[config.mk]
export PLATFORM = sky130hd
export DESIGN_NAME = gbuffer_drain_flat
export DESIGN_NICKNAME = d
export VERILOG_FILES = /design/src/rtl/gbuffer_drain_if.sv /design/src/rtl/gbuffer_drain.sv /design/src/flat_wrapper.sv
export SDC_FILE = /design/constraint.sdc
export NUM_CORES = 1
export LEC_CHECK = 0
export CORE_UTILIZATION = 49
export DETAILED_ROUTE_END_ITERATION = 16
export PLACE_DENSITY = 0.85
export SYNTH_ARGS = -nofsm -noshare
export SYNTH_HDL_FRONTEND = slang
export SYNTH_SLANG_ARGS = --single-unit
[constraint.sdc]
create_clock -name clk -period 3.55 [get_ports clk]
set_input_delay 0.8875 -clock clk [delete_from_list [all_inputs] [get_ports clk]]
set_output_delay 0.8875 -clock clk [all_outputs]
set_load 0.05 [all_outputs]
[src/rtl/gbuffer_drain_if.sv]
// Valid/ready output stream of the global-buffer drain engine.
// The master side is the drain engine, the slave side is the host/DMA consumer.
interface gbuffer_drain_if #(
    parameter int WORD_SIZE = 32
);
    logic [WORD_SIZE-1:0] out_data;
    logic                 out_valid;
    logic                 out_ready;
    logic                 out_last;

    modport master (
        output out_data,
        output out_valid,
        output out_last,
        input  out_ready
    );

    modport slave (
        input  out_data,
        input  out_valid,
        input  out_last,
        output out_ready
    );
endinterface

[src/rtl/gbuffer_drain.sv]
// Read-side drain engine: walks the output global buffer in index order and
// streams each word on a valid/ready interface, one word per cycle when ready.
module gbuffer_drain #(
    parameter int WORD_SIZE = 32,
    parameter int ROW_SIZE  = 5
) (
    input  logic                 clk,
    input  logic                 rst_n,
    input  logic                 start,
    input  logic [ROW_SIZE:0]    len,
    output logic                 buf_wr_en,
    output logic [ROW_SIZE-1:0]  buf_index,
    input  logic [WORD_SIZE-1:0] buf_data_out,
    gbuffer_drain_if.master      stream,
    output logic                 busy,
    output logic                 done
);

    localparam int unsigned       DEPTH_I = 1 << ROW_SIZE;
    localparam logic [ROW_SIZE:0] DEPTH   = DEPTH_I[ROW_SIZE:0];
    localparam logic [ROW_SIZE:0] ONE     = {{ROW_SIZE{1'b0}}, 1'b1};

    typedef enum logic [1:0] {
        IDLE   = 2'd0,
        LOAD   = 2'd1,
        STREAM = 2'd2,
        DONE   = 2'd3
    } state_t;

    state_t state;
    state_t state_nxt;

    logic [ROW_SIZE:0]    len_q;
    logic [ROW_SIZE:0]    len_eff;
    logic [ROW_SIZE:0]    rd_ptr;
    logic [ROW_SIZE:0]    sent;
    logic [WORD_SIZE-1:0] out_data_q;
    logic                 out_valid_q;
    logic                 out_last_q;
    logic                 handshake;
    logic                 last_beat;
    logic                 next_is_last;

    assign len_eff      = (len > DEPTH) ? DEPTH : len;
    assign handshake    = out_valid_q && stream.out_ready;
    assign last_beat    = (sent == (len_q - ONE));
    assign next_is_last = ((sent + ONE) == (len_q - ONE));

    always_ff @(posedge clk) begin
        if (!rst_n) begin
            state <= IDLE;
        end else begin
            state <= state_nxt;
        end
    end

    always_comb begin
        state_nxt = state;
        unique case (state)
            IDLE: begin
                if (start) begin
                    state_nxt = (len_eff == '0) ? DONE : LOAD;
                end
            end
            LOAD:    state_nxt = STREAM;
            STREAM: begin
                if (handshake && last_beat) begin
                    state_nxt = DONE;
                end
            end
            DONE:    state_nxt = IDLE;
            default: state_nxt = IDLE;
        endcase
    end

    // out_last is registered with the word it qualifies, so it tracks the
    // value sent will hold once that word is on the bus.
    always_ff @(posedge clk) begin
        if (!rst_n) begin
            len_q       <= '0;
            rd_ptr      <= '0;
            sent        <= '0;
            out_data_q  <= '0;
            out_valid_q <= 1'b0;
            out_last_q  <= 1'b0;
        end else begin
            unique case (state)
                IDLE: begin
                    if (start) begin
                        len_q  <= len_eff;
                        rd_ptr <= '0;
                        sent   <= '0;
                    end
                end
                LOAD: begin
                    out_data_q  <= buf_data_out;
                    out_valid_q <= 1'b1;
                    out_last_q  <= last_beat;
                    rd_ptr      <= rd_ptr + ONE;
                end
                STREAM: begin
                    if (handshake) begin
                        if (last_beat) begin
                            out_valid_q <= 1'b0;
                            out_last_q  <= 1'b0;
                        end else begin
                            out_data_q <= buf_data_out;
                            out_last_q <= next_is_last;
                            rd_ptr     <= rd_ptr + ONE;
                            sent       <= sent + ONE;
                        end
                    end
                end
                default: ;
            endcase
        end
    end

    always_comb begin
        buf_index = '0;
        if ((state == LOAD) || (state == STREAM)) begin
            buf_index = rd_ptr[ROW_SIZE-1:0];
        end
    end

    assign buf_wr_en        = 1'b0;
    assign busy             = (state != IDLE);
    assign done             = (state == DONE);
    assign stream.out_data  = out_data_q;
    assign stream.out_valid = out_valid_q;
    assign stream.out_last  = out_last_q;

endmodule

[src/flat_wrapper.sv]
// flat-port wrapper written by rule: the top's interface ports become plain ports
module gbuffer_drain_flat 
#(
    parameter int WORD_SIZE = 32,
    parameter int ROW_SIZE  = 5
)
  (clk, rst_n, start, len, buf_wr_en, buf_index, buf_data_out, busy, done, stream_out_data, stream_out_valid, stream_out_last, stream_out_ready);
  gbuffer_drain_if #(.WORD_SIZE(WORD_SIZE)) stream_i ();
  input  logic clk;
  input  logic rst_n;
  input  logic start;
  input  logic [ROW_SIZE:0] len;
  output logic buf_wr_en;
  output logic [ROW_SIZE-1:0] buf_index;
  input  logic [WORD_SIZE-1:0] buf_data_out;
  output logic busy;
  output logic done;
  output wire logic [$bits(stream_i.out_data)-1:0] stream_out_data;
  output wire logic [$bits(stream_i.out_valid)-1:0] stream_out_valid;
  output wire logic [$bits(stream_i.out_last)-1:0] stream_out_last;
  input wire logic [$bits(stream_i.out_ready)-1:0] stream_out_ready;
  assign stream_out_data = stream_i.out_data;
  assign stream_out_valid = stream_i.out_valid;
  assign stream_out_last = stream_i.out_last;
  assign stream_i.out_ready = stream_out_ready;
  gbuffer_drain #(.WORD_SIZE(WORD_SIZE), .ROW_SIZE(ROW_SIZE)) u_core (.clk(clk), .rst_n(rst_n), .start(start), .len(len), .buf_wr_en(buf_wr_en), .buf_index(buf_index), .buf_data_out(buf_data_out), .stream(stream_i), .busy(busy), .done(done));
endmodule
==> summary.txt <==
Run status
  – Status: finished, final reports clean

Setup path
  – Slowest-stage cell, CP: clkdlybuf4s50_1
  – WS Path Type: reg -> out
  – WP data required: around 2.7 ns
  – Setup crit start kind: flop
  – CP Cell Sequence: inv_1, ha_1, and2_1, clkdlybuf4s50_1
  – Critical Path AT: 2.28 ns
  – Crit path largest cell delay: around 0.8 ns
  – Worst-path fanout max: 13
  – Crit end category: primary output

Final layout
  – Post-route cell area: around 3400 µm²
  – Register area: around 1100 µm²
  – Area of the multi-input gates: around 1300 µm²
  – Fill cells: 391
  – N_diodes: 0
  – Layout area overhead: 39.99%
  – Total Nets Final: ~430
  – Share of cells above drive strength 1: 0.04948

Synth
  – Synth Instances: 307
  – Post-synth EDFFs: 0
  – Sequential cell area fraction in the yosys report: 0.4309
  – Asr flop ratio synth: 0
  – Synth top cells by count: nand2_1, dfxtp_1, a21oi_1, nor2_1
  – Area contributors post-synth: dfxtp_1, nand2_1, a21oi_1
  – Synth Register Bits: between 50 and 60
  – Post-synth top area cell: dfxtp_1
  – Yosys cell types: 45
  – Syn Area/Cell: 8.021 µm²
  – Ys flop type: dfxtp_1
  – Ys Warns: 0
  – Synth Cell Area: about 2500 µm²
  – Top-count cell post-synth: nand2_1
  – Synth top area share: 0.4309
  – Mapped Nets: approximately 360

Floorplan
  – Die W: 72.89 µm
  – Die ar.: about 5300 µm²
  – Chip height: around 73 µm
  – FP Rows: 25
  – Total core area: 4786 µm²
  – IO Pins: between 80 and 90
  – Initial Util: 0.5145

Drt
  – Vias per std cell: 5.344
  – Total Wirelength: about 6300 µm
  – Final ANT Viol Nets: 0
  – Vias: approximately 2400
  – DRC: 0
  – Avg WL per Cell: approximately 14 µm
  – Initial DRC count: 155
  – First drt pass iteration count: 5

Global route
  – Largest net degree at the start of global routing: 36
  – Initial antenna violation count: 0
  – Gr ovfl total: 0
  – First-pass GRT wire length: roughly 10000 µm
  – GRT Overall Usage: 0.2470
  – Vias in the first global route: 2333

Power and ir drop
  – Max IR drop VDD: 530.4 µV
  – Sw Ratio: 0.4858
  – Net switching power: ~1400 µW
  – Tot Pwr: approximately 3000 µW
  – Clock power frac: 0.139
  – PD cells: between 800 and 900 nW/µm²
  – Pleak: 0.001251 µW
  – Seq pwr share: 0.284
  – Int Pwr: around 1500 µW
  – Power share of the combinational group: 0.577

Clocking
  – Clock-pin transition on the worst setup and hold timing paths: 0.09 ns
  – Clock root cell: clkbuf_8
  – Clk_lat worst skew: 0.31 ns
  – TritonCTS Sinks: 53
  – Clk buf depth: 2
  – CTS tree: built
  – Num CTS Buffers: 5
  – Number of setup buffers added after CTS: 0
  – Cts hold-fix bufs: 0
  – H-tree levels: 2
  – Resized Gates After CTS: 0

STA
  – Max-slew headroom: 0.5041
  – Peak Freq: 315.3 MHz
  – Setup violators final: 0
  – Final Hold Viols: 0
  – Final worst path period share: 0.8933
  – Tmin final: approximately 3.2 ns
  – Setup tns final: 0 ns
  – Max Slew Vio Count: 0
  – Worst Max-Slew Pin Slew: 0.7385 ns
  – Hold Slack: 0.4585 ns
  – Worst Clk Skew: 0.006955 ns
  – RSZ-0062 raised after global routing: no

Place
  – Post-DP HPWL: between 4000 and 5000 µm
  – Port bufs: between 80 and 90
  – Placed Area: ~3300 µm²
  – RePlAce Congestion: around 0.87

Flow run
  – Max-Cap Viols: 0

Min path
  – Type of the most critical hold path: reg -> reg
routing by layer:
| metal | global-route usage | up-vias | part of all wire |
|---|---|---|---|
| li1 | - | 1219 | - |
| met1 | 0.2882 | 1107 | 0.42 |
| met2 | 0.4258 | 75 | 0.50 |
| met3 | 0.05663 | 9 | 0.060 |
| met4 | 0.1220 | 0 | 0.017 |
| met5 | 0 | - | 0 |
power groups by stage:
stage	Combinational (µW)	Clock, µW	Sequential [µW]
after detailed placement	1700	0	859
after CTS	1710	421	845
after global routing	1840	440	863
after floorplan	714	0	1330
final	1710	412	845
after global placement	1690	0	849
per-stage QoR:
| step | setup slack [ns] | cells | util |
|---|---|---|---|
| global placement | 0.7611 | 443 | 0.6970 |
| detailed placement | 0.7266 | 443 | 0.6970 |
| floorplan | 1.257 | 307 | - |
| finish | 0.3787 | 451 | 0.7203 |
| global route | 0.2843 | 451 | 0.7203 |
| CTS | 0.3636 | 451 | 0.7203 |
final timing paths:
check,startpoint,end,slack [ns],cells past startpoint
hold / removal,u_core.stream.out_data[7],u_core.stream.out_data[7],0.46,2
setup / recovery,u_core.state[0],buf_index[0],0.38,4
setup reg to reg,u_core.len_q[0],u_core.sent[5],1.08,8
hold reg to reg,u_core.stream.out_data[7],u_core.stream.out_data[7],0.46,2
cells in the final DEF (no fill, tap or decap), drive strengths merged, types with 2 or more instances in the layout:
cell type	n
o21ai	6
buf	4
clkdlybuf4s50	82
ha	7
nor2	14
and2	5
a211oi	3
or4	3
xnor2	12
clkinv	2
nand4	2
a21oi	45
inv	7
nand3	9
nor3	5
a211o	2
nor2b	2
xor2	5
a31oi	2
nand2	75
dfxtp	53
nor3b	7
a32o	7
o2111ai	3
o221ai	2
clkbuf	6
state kept, by name (all words and copies together), names as in the netlist:
signal / flops
u_core.state: 2
u_core.len_q: 6
u_core.sent: 6
u_core.stream.out_data: 32
u_core.stream.out_valid: 1
u_core.rd_ptr: 5
u_core.stream.out_last: 1
cell families after synthesis:
logic type                 synth area share
xor gates and xnor gates            0.06047
DFF                                  0.4309
and+or+nand+nor                      0.2409
other                              0.001523
adders and majority gates           0.03557
buffers and inverters               0.04116
AOI/OAI and AO/OA                    0.1895
critical path: cells and delay by family (launching register included):
kind | cells | cell delay, ns
AND/OR/NAND/NOR | 1 | 0.19
adder cells (fa/ha/maj) | 1 | 0.51
flip-flops | 1 | 0.36
buffers and inverters | 2 | 0.90
final cells by class:
type | instances | area share
clock buffers | 6 | 0.02105
clock inverters | 2 | 0.01125
well taps | 67 | 0.02432
multi-input cells | 229 | 0.3800
repair buffers | 86 | 0.2468
inverters | 8 | 0.008711
flip-flops and latches | 53 | 0.3078
Note: power is estimated with default switching activity, not from simulation.
==> edit 1 (config.mk and constraints unchanged) <==
`ROW_SIZE` is set to 5 in 2 places; all go to 6.
--- a/src/rtl/gbuffer_drain.sv
+++ b/src/rtl/gbuffer_drain.sv
@@ -3,5 +3,5 @@
 module gbuffer_drain #(
     parameter int WORD_SIZE = 32,
-    parameter int ROW_SIZE  = 5
+    parameter int ROW_SIZE  = 6
 ) (
     input  logic                 clk,
--- a/src/flat_wrapper.sv
+++ b/src/flat_wrapper.sv
@@ -3,5 +3,5 @@
 #(
     parameter int WORD_SIZE = 32,
-    parameter int ROW_SIZE  = 5
+    parameter int ROW_SIZE  = 6
 )
   (clk, rst_n, start, len, buf_wr_en, buf_index, buf_data_out, busy, done, stream_out_data, stream_out_valid, stream_out_last, stream_out_ready);
Ports: changed (resized buf_index and len); port bits go from 84 to 86. The function was not compared with the original's and may differ.
==> edit 1 against the unedited design <==
Synthesized area rose by 12%; total power is 7.0% higher; routed wire length grew 3.0%; critical path type unchanged; sequential cell count grew 3; maximum frequency about the same; final area up 6.7%; critical path depth stayed put; worst setup slack better by 0.0011 ns; sequential share of layout area fell by 0.29 points; register-to-register slack got worse by 0.26 ns; count of clock-buffer cells in the layout did not move; combinational power rose by 11%.
==> edit 1: results (changes against the unedited design) <==
* HP Class: reg -> reg (unchanged)
* Syn nets at 390 (was 356)
* M1 GR Usage at 29.48% (was 28.82%)
* M3 GR Usage at 7.024% (was 5.663%)
* Vias per std cell at 5.482 (was 5.344)
* WL per Instance at 13.52 um (was 14.00 um)
* Fraction of registers with async set/reset at 0% (unchanged)
* HP Start: u_core.stream.out_data[20] (was u_core.stream.out_data[7])
* Crit-path max FO at 15 (was 13)
* Ant. Diodes at 0 (unchanged)
* Status: complete, no violations (unchanged)
* Met2 usage at 37.77% (was 42.58%)
* Distinct cells, synth at 51 (was 45)
* Multiplexer share of the synthesized area at 0.7699% (was 0%)
* Compound-cell area share of the yosys netlist at 16.76% (was 18.95%)
* Dpl hpwl at 4752 um (was 4407 um)
* I/O Buffers at 84 (was 82)
* Share of layout cells above drive strength 1 at 4.136% (was 4.948%)
* GRT Util Overall at 23.15% (was 24.70%)
* Most frequent cells after synthesis: 56 x dfxtp_1, 53 x nand2_1, 43 x nand3_1, 36 x o21ai_0 (was 75 x nand2_1, 53 x dfxtp_1, 45 x a21oi_1, 13 x nor2_1)
* Synth Warn # at 0 (unchanged)
* Drt pass-1 iters at 5 (unchanged)
* Max-slew headroom at 40.38% (was 50.41%)
* Clock Pin Slew Worst Setup and Hold Paths at 0.09 ns (about the same)
* Top post-synthesis cells by area: dfxtp_1 41%, nand3_1 7.8%, nand2_1 7.2% (was dfxtp_1 43%, nand2_1 11%, a21oi_1 9.1%)
* Clock root cell: clkbuf_8 (unchanged)
* CP arrival at 2.28 ns (about the same)
* DRT iter0 DRCs at 233 (was 155)
* Longest Clk Path Bufs at 2 (unchanged)
* Crit. Startpoint: u_core.state[1] (was u_core.state[0])
* Adder-Cell Fraction of Synth Area at 3.170% (was 3.557%)
* GP Congestion at 0.8538 (was 0.8682)
* Number of global-route vias before repair at 2471 (was 2333)
* Post-synthesis sequential area ratio at 40.58% (was 43.09%)
* Switching Share at 49.70% (was 48.58%)
* FF-to-FF Start: u_core.len_q[0] (unchanged)
* Max reg flops at 32 (unchanged)
* Lkg Pwr at 1.356 nW (was 1.251 nW)
* Post_cts resized at 0 (unchanged)
* Max IR drop VDD at 0.5240 mV (was 0.5304 mV)
* Fillcell total at 445 (was 391)
* Post-layout net count at 461 (was 432)
* First-pass GRT wire length at 11320 um (was 10140 um)
* Post-Synth XOR/XNOR Area at 5.571% (was 6.047%)
* Clk_skew at 0.008528 ns (was 0.006955 ns)
* Largest net degree at the start of global routing at 75 (was 36)
## edit 1: metrics by stage
step	hold slack [ns]	cell area, um^2	setup WS (ns)	cells	utilization [%]
2_1_floorplan	0.4343	2763	1.246	340	-
3_3_place_gp	0.4370	3586	0.6943	474	68.04
3_5_place_dp	0.4441	3586	0.5764	474	68.04
4_1_cts	0.4574	3677	0.3513	481	69.78
5_1_grt	0.4651	3677	0.2330	481	69.78
6_report	0.4556	3677	0.3799	481	69.78
## edit 1: routing by layer
layer  share of wire (%)  vias to the layer above
met5                   0                        -
met4                 1.6                        0
met3                 6.7                       10
met2                  48                       82
met1                  44                     1215
li1                    -                     1330
## edit 1: kinds of logic after synthesis
family	Yosys count
AOI/OAI and AO/OA	74
xor gates and xnor gates	16
adders and majority gates	7
buffers and inverters	30
DFF	56
muxes	2
other	1
and+or+nand+nor	154
## edit 1: worst paths after layout
kind                                endpoint  slack [ns]  depth (start not counted)
hold reg to reg   u_core.stream.out_data[20]        0.46                          2
setup / recovery                buf_index[3]        0.38                          4
setup reg to reg              u_core.sent[0]        0.82                          8
hold / removal    u_core.stream.out_data[20]        0.46                          2
## edit 1: final cells by class
cell class	instances	area [um^2]	area share (%)
Clock buffer	6	82.58	2.246
Clock inverter	1	8.758	0.2382
Inverter	8	30.03	0.8166
Multi-Input combinational cell	254	1496	40.69
Sequential cell	56	1121	30.49
Tap cell	70	87.58	2.382
Timing Repair Buffer	86	850.8	23.14
## edit 1: critical path: stages, from the launching register on
cell	delay, ns
dfxtp_1	0.40
inv_1	0.08
ha_1	0.52
and2_1	0.19
clkdlybuf4s50_1	0.79
## edit 1: power by group through the flow
stage	Sequential (mW)	Clock (mW)	Combinational (mW)
detailed placement	0.949	0	1.89
floorplan	1.52	0	0.825
finish	0.937	0.348	1.89
global placement	0.941	0	1.86
global route	0.962	0.392	2.05
CTS	0.939	0.360	1.90
==> edit 2 (same flow settings) <==
Without the edit above. The 4 states of `state_t` get a one-hot encoding in 4 bits.
--- a/src/rtl/gbuffer_drain.sv
+++ b/src/rtl/gbuffer_drain.sv
@@ -21,9 +21,9 @@
     localparam logic [ROW_SIZE:0] ONE     = {{ROW_SIZE{1'b0}}, 1'b1};
 
-    typedef enum logic [1:0] {
-        IDLE   = 2'd0,
-        LOAD   = 2'd1,
-        STREAM = 2'd2,
-        DONE   = 2'd3
+    typedef enum logic [3:0] {
+        IDLE   = 4'b0001,
+        LOAD   = 4'b0010,
+        STREAM = 4'b0100,
+        DONE   = 4'b1000
     } state_t;
 
Check against the original RTL: same outputs for any inputs over 10 cycles, from zero or initial values and one cycle with rst_n low; not proved beyond that.
==> edit 2 against the unedited design <==
Die area up 5.2%; count of clock-buffer cells in the layout stayed put; sequential cell count up 2; synthesized cell count increased by 3.9%; routed wire length is 2.3% lower; core utilization down 3.4 points; synthesized area rose by 5.4%; final area rose by 1.6%; worst setup slack worse by 0.11 ns; largest cell class unchanged; highest routed layer unchanged.
Power is not compared: it rests on default switching activity, and its combinational part moved more than twofold at a synthesized area within 25%.
==> edit 2: results (changes against the unedited design) <==
* Status: complete, no violations (unchanged)
* Routed length on met3 at 455 um (was 380 um)
* Buffers excl. clock at 85 (was 86)
* Clock buffers and inverters, area share at 2.429% (was 3.230%)
* M1 GR Usage at 27.14% (was 28.82%)
* Share of layout cells above drive strength 1 at 3.846% (was 4.948%)
* Crit-path max cell delay at 0.83 ns (was 0.81 ns)
* Longest Clk Path Bufs at 2 (unchanged)
* Syn nets at 364 (was 356)
* Row cnt at 26 (was 25)
* Fin area at 3503 um^2 (was 3447 um^2)
* Crit-path slowest cell: clkdlybuf4s50_1 (unchanged)
* First-pass GRT wire length at 9390 um (was 10140 um)
* Met2 usage at 35.34% (was 42.58%)
* Nonclk inv count at 6 (was 8)
* Drt pass-1 iters at 4 (was 5)
* #MultiIn Comb at 236 (was 229)
* Fillcell total at 425 (was 391)
* Number of global-route vias before repair at 2118 (was 2333)
* Post-CTS Repair Setup Buffers at 0 (unchanged)
* Final wirelength at 6167 um (was 6313 um)
* GP Congestion at 0.8003 (was 0.8682)
* M3 GR Usage at 7.764% (was 5.663%)
* Pre-CTS WS at 0.6434 ns (was 0.7266 ns)
* Adder-Cell Fraction of Synth Area at 1.446% (was 3.557%)
* Combinational cell power at 0.191 mW
* Crit-path max FO at 10 (was 13)
* Crit. Startpoint: u_core.state[1] (was u_core.state[0])
* Compound-cell area share of the yosys netlist at 15.38% (was 18.95%)
* Flop+latch power at 0.639 mW
* Via count at 2448 (was 2410)
* Most frequent cells after synthesis: 55 x dfxtp_1, 49 x nand3_1, 44 x nand2_1, 32 x o21ai_0, 13 x clkbuf_1 (was 75 x nand2_1, 53 x dfxtp_1, 45 x a21oi_1, 13 x nor2_1)
* Layout buffering overhead excluding clock cells at 23.93% (was 24.68%)
* Met2 WL at 2826 um (was 3177 um)
* Met1 Routed Length at 2826 um (was 2644 um)
* Post-Synth XOR/XNOR Area at 5.738% (was 6.047%)
* HP Start: u_core.stream.out_data[19] (was u_core.stream.out_data[7])
* Register area at 1101 um^2 (was 1061 um^2)
* DRT iter0 DRCs at 122 (was 155)
* Ant. Diodes at 0 (unchanged)
* Clk_skew at 0.007642 ns (was 0.006955 ns)
* Multiplexer share of the synthesized area at 1.205% (was 0%)
* Post-synthesis sequential area ratio at 42.43% (was 43.09%)
* Slack of the worst reg-to-reg path at 1.10 ns (was 1.08 ns)
* Dpl hpwl at 4393 um (was 4407 um)
* Area of the multi-input gates at 1369 um^2 (was 1310 um^2)
* #FFs+latches synth at 55 (was 53)
* Post-layout net count at 434 (was 432)
* CP arrival at 2.39 ns (was 2.28 ns)
* Largest net degree at the start of global routing at 59 (was 36)
* Top post-synthesis cells by area: dfxtp_1 42%, nand3_1 9.5%, nand2_1 6.4% (was dfxtp_1 43%, nand2_1 11%, a21oi_1 9.1%)
* Placed cell area at 3418 um^2 (was 3336 um^2)
edit 2: cell count changes after synthesis, moves of 4 or more:
cell,before,now
a21oi_1,45,10
a32o_1,7,0
and3_1,1,9
ha_1,7,3
nand2_1,75,44
nand3_1,9,49
nor2_1,13,7
o21ai_0,2,32
or3_1,0,4
edit 2: logic make-up (layout without fill, tap and decap cells):
group	count (synthesis)	after routing
flops	55	55
compound gates	65	65
fa+ha+maj	3	3
simple gates	147	147
buf+inv	28	99
mux	3	3
xor+xnor	17	17
other cells	1	1
edit 2: final timing paths:
| path | end | cells after the start |
|---|---|---|
| max | buf_index[4] | 4 |
| max reg2reg | u_core.rd_ptr[2] | 9 |
| min | u_core.stream.out_data[19] | 2 |
| min reg2reg | u_core.stream.out_data[19] | 2 |
edit 2: stage by stage:
stage,std cells,hold WS (ns)
6_report,460,0.4517
5_1_grt,460,0.4756
4_1_cts,460,0.4543
3_5_place_dp,452,0.4401
3_3_place_gp,452,0.4340
2_1_floorplan,319,0.4392
